<file path="src/rtl/link_queue_controller.sv">
// Paged multi-queue controller over an external single-port RAM.
// Free list and per-queue lists share one next_ptr table of page links.
module link_queue_controller #(
  parameter  int QID_WIDTH      = 2,
  parameter  int PAGE_NUM_LOG   = 4,
  parameter  int PAGE_WORDS_LOG = 3,
  parameter  int DATA_WIDTH     = 8,
  localparam int QUEUE_NUM      = 2**QID_WIDTH,
  localparam int PAGE_NUM       = 2**PAGE_NUM_LOG,
  localparam int ADDR_WIDTH     = PAGE_NUM_LOG+PAGE_WORDS_LOG
) (
  input  logic                    clk,
  input  logic                    rst_n,
  input  logic                    wr_start,
  input  logic [QID_WIDTH-1:0]    wr_qid,
  input  logic                    wr_data_valid,
  input  logic [DATA_WIDTH-1:0]   wr_data,
  output logic                    wr_data_ready,
  input  logic                    rd_start,
  input  logic [QID_WIDTH-1:0]    rd_qid,
  output logic                    rd_data_valid,
  output logic [DATA_WIDTH-1:0]   rd_data,
  output logic                    rd_last,
  output logic                    ram_we,
  output logic [ADDR_WIDTH-1:0]   ram_addr,
  output logic [DATA_WIDTH-1:0]   ram_wdata,
  input  logic [DATA_WIDTH-1:0]   ram_rdata,
  output logic                    busy,
  output logic                    init_done,
  output logic [QUEUE_NUM-1:0]    q_empty,
  output logic [PAGE_NUM_LOG:0]   free_count,
  output logic                    err_wr,
  output logic                    err_rd
);
  localparam int PW = PAGE_NUM_LOG;
  localparam int WW = PAGE_WORDS_LOG;
  localparam logic [PW-1:0] P_ONE  = PW'(1);
  localparam logic [PW-1:0] P_LAST = '1;
  localparam logic [WW-1:0] W_ONE  = WW'(1);
  localparam logic [WW-1:0] W_LAST = '1;
  localparam logic [PW:0]   C_ONE  = (PW+1)'(1);
  localparam logic [PW:0]   C_FULL = (PW+1)'(PAGE_NUM);

  typedef enum logic [2:0] {
    S_INIT, S_IDLE, S_WRITE, S_LINK, S_READ, S_FREE
  } state_e;

  state_e state_q, state_d;

  logic [PW-1:0] nxt_q   [PAGE_NUM];
  logic [PW-1:0] qhead_q [QUEUE_NUM];
  logic [PW-1:0] qtail_q [QUEUE_NUM];
  logic [PW:0]   qcnt_q  [QUEUE_NUM];
  logic [PW-1:0] fhead_q, ftail_q;
  logic [PW:0]   fcnt_q;
  logic [PW-1:0] init_q, page_q;
  logic [WW-1:0] word_q;
  logic [QID_WIDTH-1:0] qid_q;
  logic                  ram_we_q;
  logic [ADDR_WIDTH-1:0] ram_addr_q;
  logic [DATA_WIDTH-1:0] ram_wdata_q;
  logic rd_iss_q, rd_iss_last_q;
  logic rd_vld_q, rd_last_q;
  logic err_wr_q, err_rd_q, init_done_q;
  logic rd_ok, wr_ok, beat;

  assign rd_ok = rd_start && (qcnt_q[rd_qid] != '0);
  assign wr_ok = wr_start && (fcnt_q != '0);
  assign beat  = (state_q == S_WRITE) && wr_data_valid;

  always_ff @(posedge clk or negedge rst_n) begin
    if (!rst_n) state_q <= S_INIT;
    else        state_q <= state_d;
  end

  always_comb begin
    state_d = state_q;
    unique case (state_q)
      S_INIT:  if (init_q == P_LAST) state_d = S_IDLE;
      S_IDLE: begin
        if (rd_ok)      state_d = S_READ;
        else if (wr_ok) state_d = S_WRITE;
      end
      S_WRITE: if (beat && word_q == W_LAST) state_d = S_LINK;
      S_LINK:  state_d = S_IDLE;
      S_READ:  if (word_q == W_LAST) state_d = S_FREE;
      S_FREE:  state_d = S_IDLE;
      default: state_d = S_INIT;
    endcase
  end

  always_ff @(posedge clk or negedge rst_n) begin
    if (!rst_n) begin
      for (int i = 0; i < PAGE_NUM; i++) nxt_q[i] <= '0;
      for (int i = 0; i < QUEUE_NUM; i++) begin
        qhead_q[i] <= '0;
        qtail_q[i] <= '0;
        qcnt_q[i]  <= '0;
      end
      fhead_q       <= '0;
      ftail_q       <= '0;
      fcnt_q        <= '0;
      init_q        <= '0;
      page_q        <= '0;
      word_q        <= '0;
      qid_q         <= '0;
      ram_we_q      <= 1'b0;
      ram_addr_q    <= '0;
      ram_wdata_q   <= '0;
      rd_iss_q      <= 1'b0;
      rd_iss_last_q <= 1'b0;
      rd_vld_q      <= 1'b0;
      rd_last_q     <= 1'b0;
      err_wr_q      <= 1'b0;
      err_rd_q      <= 1'b0;
      init_done_q   <= 1'b0;
    end else begin
      ram_we_q      <= 1'b0;
      rd_iss_q      <= 1'b0;
      rd_iss_last_q <= 1'b0;
      rd_vld_q      <= rd_iss_q;
      rd_last_q     <= rd_iss_last_q;
      err_wr_q      <= 1'b0;
      err_rd_q      <= 1'b0;
      unique case (state_q)
        S_INIT: begin
          nxt_q[init_q] <= init_q + P_ONE;
          init_q        <= init_q + P_ONE;
          if (init_q == P_LAST) begin
            fhead_q     <= '0;
            ftail_q     <= P_LAST;
            fcnt_q      <= C_FULL;
            init_done_q <= 1'b1;
          end
        end
        S_IDLE: begin
          word_q   <= '0;
          err_rd_q <= rd_start && !rd_ok;
          err_wr_q <= wr_start && !wr_ok && !rd_ok;
          if (rd_ok) begin
            qid_q  <= rd_qid;
            page_q <= qhead_q[rd_qid];
          end else if (wr_ok) begin
            qid_q   <= wr_qid;
            page_q  <= fhead_q;
            fhead_q <= nxt_q[fhead_q];
            fcnt_q  <= fcnt_q - C_ONE;
          end
        end
        S_WRITE: begin
          if (wr_data_valid) begin
            ram_we_q    <= 1'b1;
            ram_addr_q  <= {page_q, word_q};
            ram_wdata_q <= wr_data;
            word_q      <= word_q + W_ONE;
          end
        end
        S_LINK: begin
          if (qcnt_q[qid_q] == '0) qhead_q[qid_q] <= page_q;
          else nxt_q[qtail_q[qid_q]] <= page_q;
          qtail_q[qid_q] <= page_q;
          qcnt_q[qid_q]  <= qcnt_q[qid_q] + C_ONE;
        end
        S_READ: begin
          ram_addr_q    <= {page_q, word_q};
          rd_iss_q      <= 1'b1;
          rd_iss_last_q <= (word_q == W_LAST);
          word_q        <= word_q + W_ONE;
        end
        S_FREE: begin
          qhead_q[qid_q] <= nxt_q[page_q];
          qcnt_q[qid_q]  <= qcnt_q[qid_q] - C_ONE;
          // an empty free list has a stale head, so the page becomes it
          if (fcnt_q == '0) fhead_q <= page_q;
          else nxt_q[ftail_q] <= page_q;
          ftail_q <= page_q;
          fcnt_q  <= fcnt_q + C_ONE;
        end
        default: ;
      endcase
    end
  end

  always_comb begin
    q_empty = '0;
    for (int i = 0; i < QUEUE_NUM; i++) q_empty[i] = (qcnt_q[i] == '0);
  end

  assign busy          = (state_q != S_IDLE);
  assign wr_data_ready = (state_q == S_WRITE);
  assign rd_data_valid = rd_vld_q;
  assign rd_last       = rd_last_q;
  assign rd_data       = rd_vld_q ? ram_rdata : '0;
  assign ram_we        = ram_we_q;
  assign ram_addr      = ram_addr_q;
  assign ram_wdata     = ram_wdata_q;
  assign init_done     = init_done_q;
  assign free_count    = fcnt_q;
  assign err_wr        = err_wr_q;
  assign err_rd        = err_rd_q;
endmodule

</file>
<file path="config.mk">
export PLATFORM = sky130hd
export DESIGN_NAME = link_queue_controller
export DESIGN_NICKNAME = d
export VERILOG_FILES = /design/src/rtl/link_queue_controller.sv
export SDC_FILE = /design/constraint.sdc
export NUM_CORES = 1
export LEC_CHECK = 0
export CAP_MARGIN = 25
export CORE_ASPECT_RATIO = 0.7
export CORE_MARGIN = 10
export CORE_UTILIZATION = 50
export CTS_CLUSTER_SIZE = 30
export DETAILED_ROUTE_END_ITERATION = 8
export DONT_BUFFER_PORTS = 1
export GPL_ROUTABILITY_DRIVEN = 1
export GPL_TIMING_DRIVEN = 1
export SLEW_MARGIN = 20
export SYNTH_ARGS = -nofsm -noshare
export SYNTH_HDL_FRONTEND = slang
export SYNTH_SLANG_ARGS = --single-unit
</file>
<file path="constraint.sdc">
create_clock -name clk -period 7.3 [get_ports clk]
set_input_delay 0.73 -clock clk [delete_from_list [all_inputs] [get_ports clk]]
set_output_delay 0.73 -clock clk [all_outputs]
set_load 0.005 [all_outputs]
</file>
==> flow_summary_export.csv <==
group,metric,value,unit
clock_tree,cts-resized-gates,0,
timing,drv_slew,0,
global_route,grt_pass1_wl,52730,um
cells_and_area,layout.nets,1021,
critical_path,crit_fanout,17,
cells_and_area,area_growth,7.149,%
yosys,synth-edff-count,0,
global_route,grt_pass1_vias,8106,
place,pre_cts_ws,3.723,ns
power_and_ir_drop,pwr-share-seq,35.6,%
cells_and_area,layout-drive-gt1-share,18.86,%
clock_tree,numClockSinks,168,
global_route,antenna_found_initial,3,
power_and_ir_drop,p_sw,2.206,mW
drt,route.detailed.drc,0,
floorplan,fp.dieArea,27250,um2
power_and_ir_drop,finalPower,4.796,mW
yosys,synth-compound-area-share,17.14,%
critical_path,crit_path_start_kind,"register",
yosys,synth_adder_area_share,1.504,%
clock_tree,clockRootBuffer,"clkbuf_16",
clock_tree,numCtsBuffers,17,
yosys,synth_seq_cells,168,
yosys,yosys_warnings,0,
global_route,grt_max_degree,169,
drt,ant_nets,0,
timing,min_period,3.624,ns
power_and_ir_drop,swShare,46.00,%
timing,timing.final.crit_share,49.64,%
floorplan,rows,44,
yosys,synth-xor-area-share,1.086,%
yosys,syn-cell-area,10480,um2
timing,skew,0.01375,ns
floorplan,coreArea,20640,um2
place,dp_hpwl,23540,um
clock_tree,clk_pin_slew_worst_paths,0.07,ns
yosys,synth.mux.area_fraction,22.03,%
drt,dr.first_iter.drc_count,1315,
floorplan,start_util,50.78,%
yosys,syn_nets,1069,
yosys,synth-seq-area-share,40.11,%
power_and_ir_drop,p_int,2.590,mW
power_and_ir_drop,irDropWorstVdd,225.0,uV
power_and_ir_drop,pwr-share-clk,20.3,%
yosys,yosysTopAreaCell,"dfrtp_1",
power_and_ir_drop,pwr-share-comb,44.1,%
power_and_ir_drop,cellPowerDensity,427.0,nW/um2
clock_tree,clockBufferDepth,2,
yosys,synth_simple_gate_area_share,14.42,%
clock_tree,htreeDepth,4,
yosys,synth_area_per_cell,10.16,um2
timing,finalSetupTns,0,ns
cells_and_area,n_antenna_cell,0,
drt,totalWireLength,34490,um
power_and_ir_drop,p_leak,4.555,nW
timing,tightest_slew,1.041,ns
clock_tree,cts_tree,"built",
drt,via_per_inst,6.837,
outcome,outcome,"finished clean",
critical_path,crit_type,"register to register",
min_path,hp-class,"input pin to async pin",
yosys,syn_inst,1032,
critical_path,critPathSlowestCell,"dfrtp_1",
yosys,synth_ff_type,"dfrtp_1",
timing,hold_viol_final,0,
yosys,yosysMostFrequentCell,"dfrtp_1",
yosys,synth.top_cell.area_share,40.11,%
yosys,synthTopCellsByCount,"dfrtp_1, nand2_1, o21ai_0, mux2_2, clkbuf_1",
cells_and_area,fillers,1825,
yosys,yosysUniqueCellTypes,73,
critical_path,cp.required,7.69,ns
yosys,synthTopCellsByArea,"dfrtp_1, mux4_2, mux2_2, nand2_1, o21ai_0",
timing,finalSetupViolations,0,
drt,dr.pass1.iters,9,
critical_path,path_cells,"mux4_2, inv_1, ha_1, nand4b_1, nor4_4, a21o_1, nor2_2, o21ai_0, a22o_1",
timing,slew_headroom,30.62,%
floorplan,die_y,141.1,um
floorplan,die_width,193.1,um
clock_tree,worstSkewPairLatency,0.46,ns
critical_path,cp.arrival,4.02,ns
yosys,synthArstFlopShare,100.0,%
critical_path,critPathMaxStageDelay,0.86,ns
timing,fmax,276.0,MHz
global_route,track_usage,25.62,%
drt,vias,8704,
critical_path,end_kind,"register",
timing,worst_slack,3.676,ns
place,gp_congestion,0.9957,
timing,rsz0062_at_grt,"no",
floorplan,ioPinCount,65,
drt,routedWlPerCell,27.09,um
run,drv_cap,0,
global_route,grt_remaining_overflow,0,
yosys,synth_top_family_by_area,"multiplexers",
place,numPortBuffers,0,
per-stage QoR:
stage | utilization [%] | cells | hold WS (ns) | area, um2
after floorplan | - | 1032 | 0.3312 | 10480
after global placement | 51.28 | 1239 | 0.3322 | 10590
after detailed placement | 51.30 | 1240 | 0.3355 | 10590
after CTS | 54.41 | 1273 | 0.3526 | 11230
after global routing | 54.41 | 1273 | 0.3596 | 11230
final | 54.41 | 1273 | 0.2069 | 11230
layout by cell type (no fill, tap or decap), types with 5 or more instances in the layout:
| cell type | n |
|---|---|
| a22o_1 | 13 |
| xor2_1 | 5 |
| nand3_1 | 33 |
| nand4_1 | 6 |
| nor3_1 | 24 |
| ha_1 | 11 |
| and3_1 | 8 |
| nand2_1 | 116 |
| xnor2_1 | 8 |
| o21ai_0 | 82 |
| and2_1 | 14 |
| a21oi_1 | 44 |
| o221ai_1 | 6 |
| mux2i_1 | 38 |
| buf_4 | 13 |
| o31ai_1 | 11 |
| or2_2 | 5 |
| a222oi_1 | 12 |
| mux4_2 | 47 |
| nor4_1 | 6 |
| clkbuf_16 | 17 |
| o21a_1 | 7 |
| nand2b_1 | 13 |
| o22ai_1 | 21 |
| inv_6 | 6 |
| a21o_1 | 5 |
| nor2_1 | 53 |
| o2bb2ai_1 | 14 |
| o211ai_1 | 10 |
| inv_1 | 12 |
| or4_1 | 6 |
| mux2_2 | 72 |
| dfrtp_1 | 166 |
| nor2b_1 | 10 |
power groups by stage:
stage                     clock network [mW]  logic [mW]  registers, mW
after global routing                    1.03        2.26           1.75
after floorplan                            0        1.59           1.42
after CTS                              0.981        2.04           1.68
after detailed placement                   0        2.02           1.70
final                                  0.974        2.11           1.71
after global placement                     0        2.01           1.69
sequential cells by signal (all words and copies together) (netlist names), 4 cells and up:
signal and count:
ram_wdata 8, ram_addr 7, nxt_q 64, qtail_q 16
page_q 4, free_count 5, qhead_q 16, init_q 4
ftail_q 4, fhead_q 4, qcnt_q 20
final timing paths:
kind,slack (ns),startpoint,cells past startpoint,endpoint
max,3.68,qid_q[0],9,nxt_q[10]
min,0.21,rst_n,1,nxt_q[45]
max reg2reg,3.68,qid_q[0],9,nxt_q[10]
min reg2reg,0.35,rd_iss_last_q,0,rd_last
max in group asynchronous,6.29,rst_n,1,nxt_q[36]
min in group clk,0.35,rd_iss_last_q,0,rd_last
cell families (layout without fill, tap and decap cells):
| kind of cell | after synthesis | after routing |
|---|---|---|
| fa+ha+maj | 12 | 12 |
| compound gates | 269 | 269 |
| buf+inv | 95 | 60 |
| xor+xnor | 13 | 13 |
| mux | 161 | 161 |
| simple gates | 314 | 314 |
| flops | 168 | 168 |
critical path: cells and delay by family (launching register included):
| family | cells | cell delay, ns |
|---|---|---|
| AOI/OAI and AO/OA | 3 | 0.77 |
| adders and majority gates | 1 | 0.16 |
| buffers and inverters | 1 | 0.09 |
| muxes | 1 | 0.68 |
| and+or+nand+nor | 3 | 0.99 |
| DFF | 1 | 0.86 |
per-layer routing:
layer / vias up / track usage [%] / part of all wire (%)
met4: 6 / 6.419 / 1.6
met5: - / 0 / 0.11
met2: 543 / 31.95 / 39
li1: 3802 / - / -
met1: 4301 / 38.96 / 45
met3: 52 / 10.77 / 14
timing repair:
action                                  4_1_cts  5_1_grt
endpoints found under the setup margin        0        0
buffers inserted                              0        0
endpoints found under the hold margin       168        0
hold buffers                                  1        0
cell type report:
type / instances / area, um2 / area share (%)
clock buffer: 18 / 429.2 / 3.821
clock inverter: 14 / 183.9 / 1.638
inverter: 13 / 48.80 / 0.4344
multi-input combinational: 769 / 5889 / 52.43
sequential: 168 / 4207 / 37.45
tap: 276 / 345.3 / 3.075
timing repair buffer: 15 / 128.9 / 1.147
Note: power is estimated with default switching activity, not from simulation.
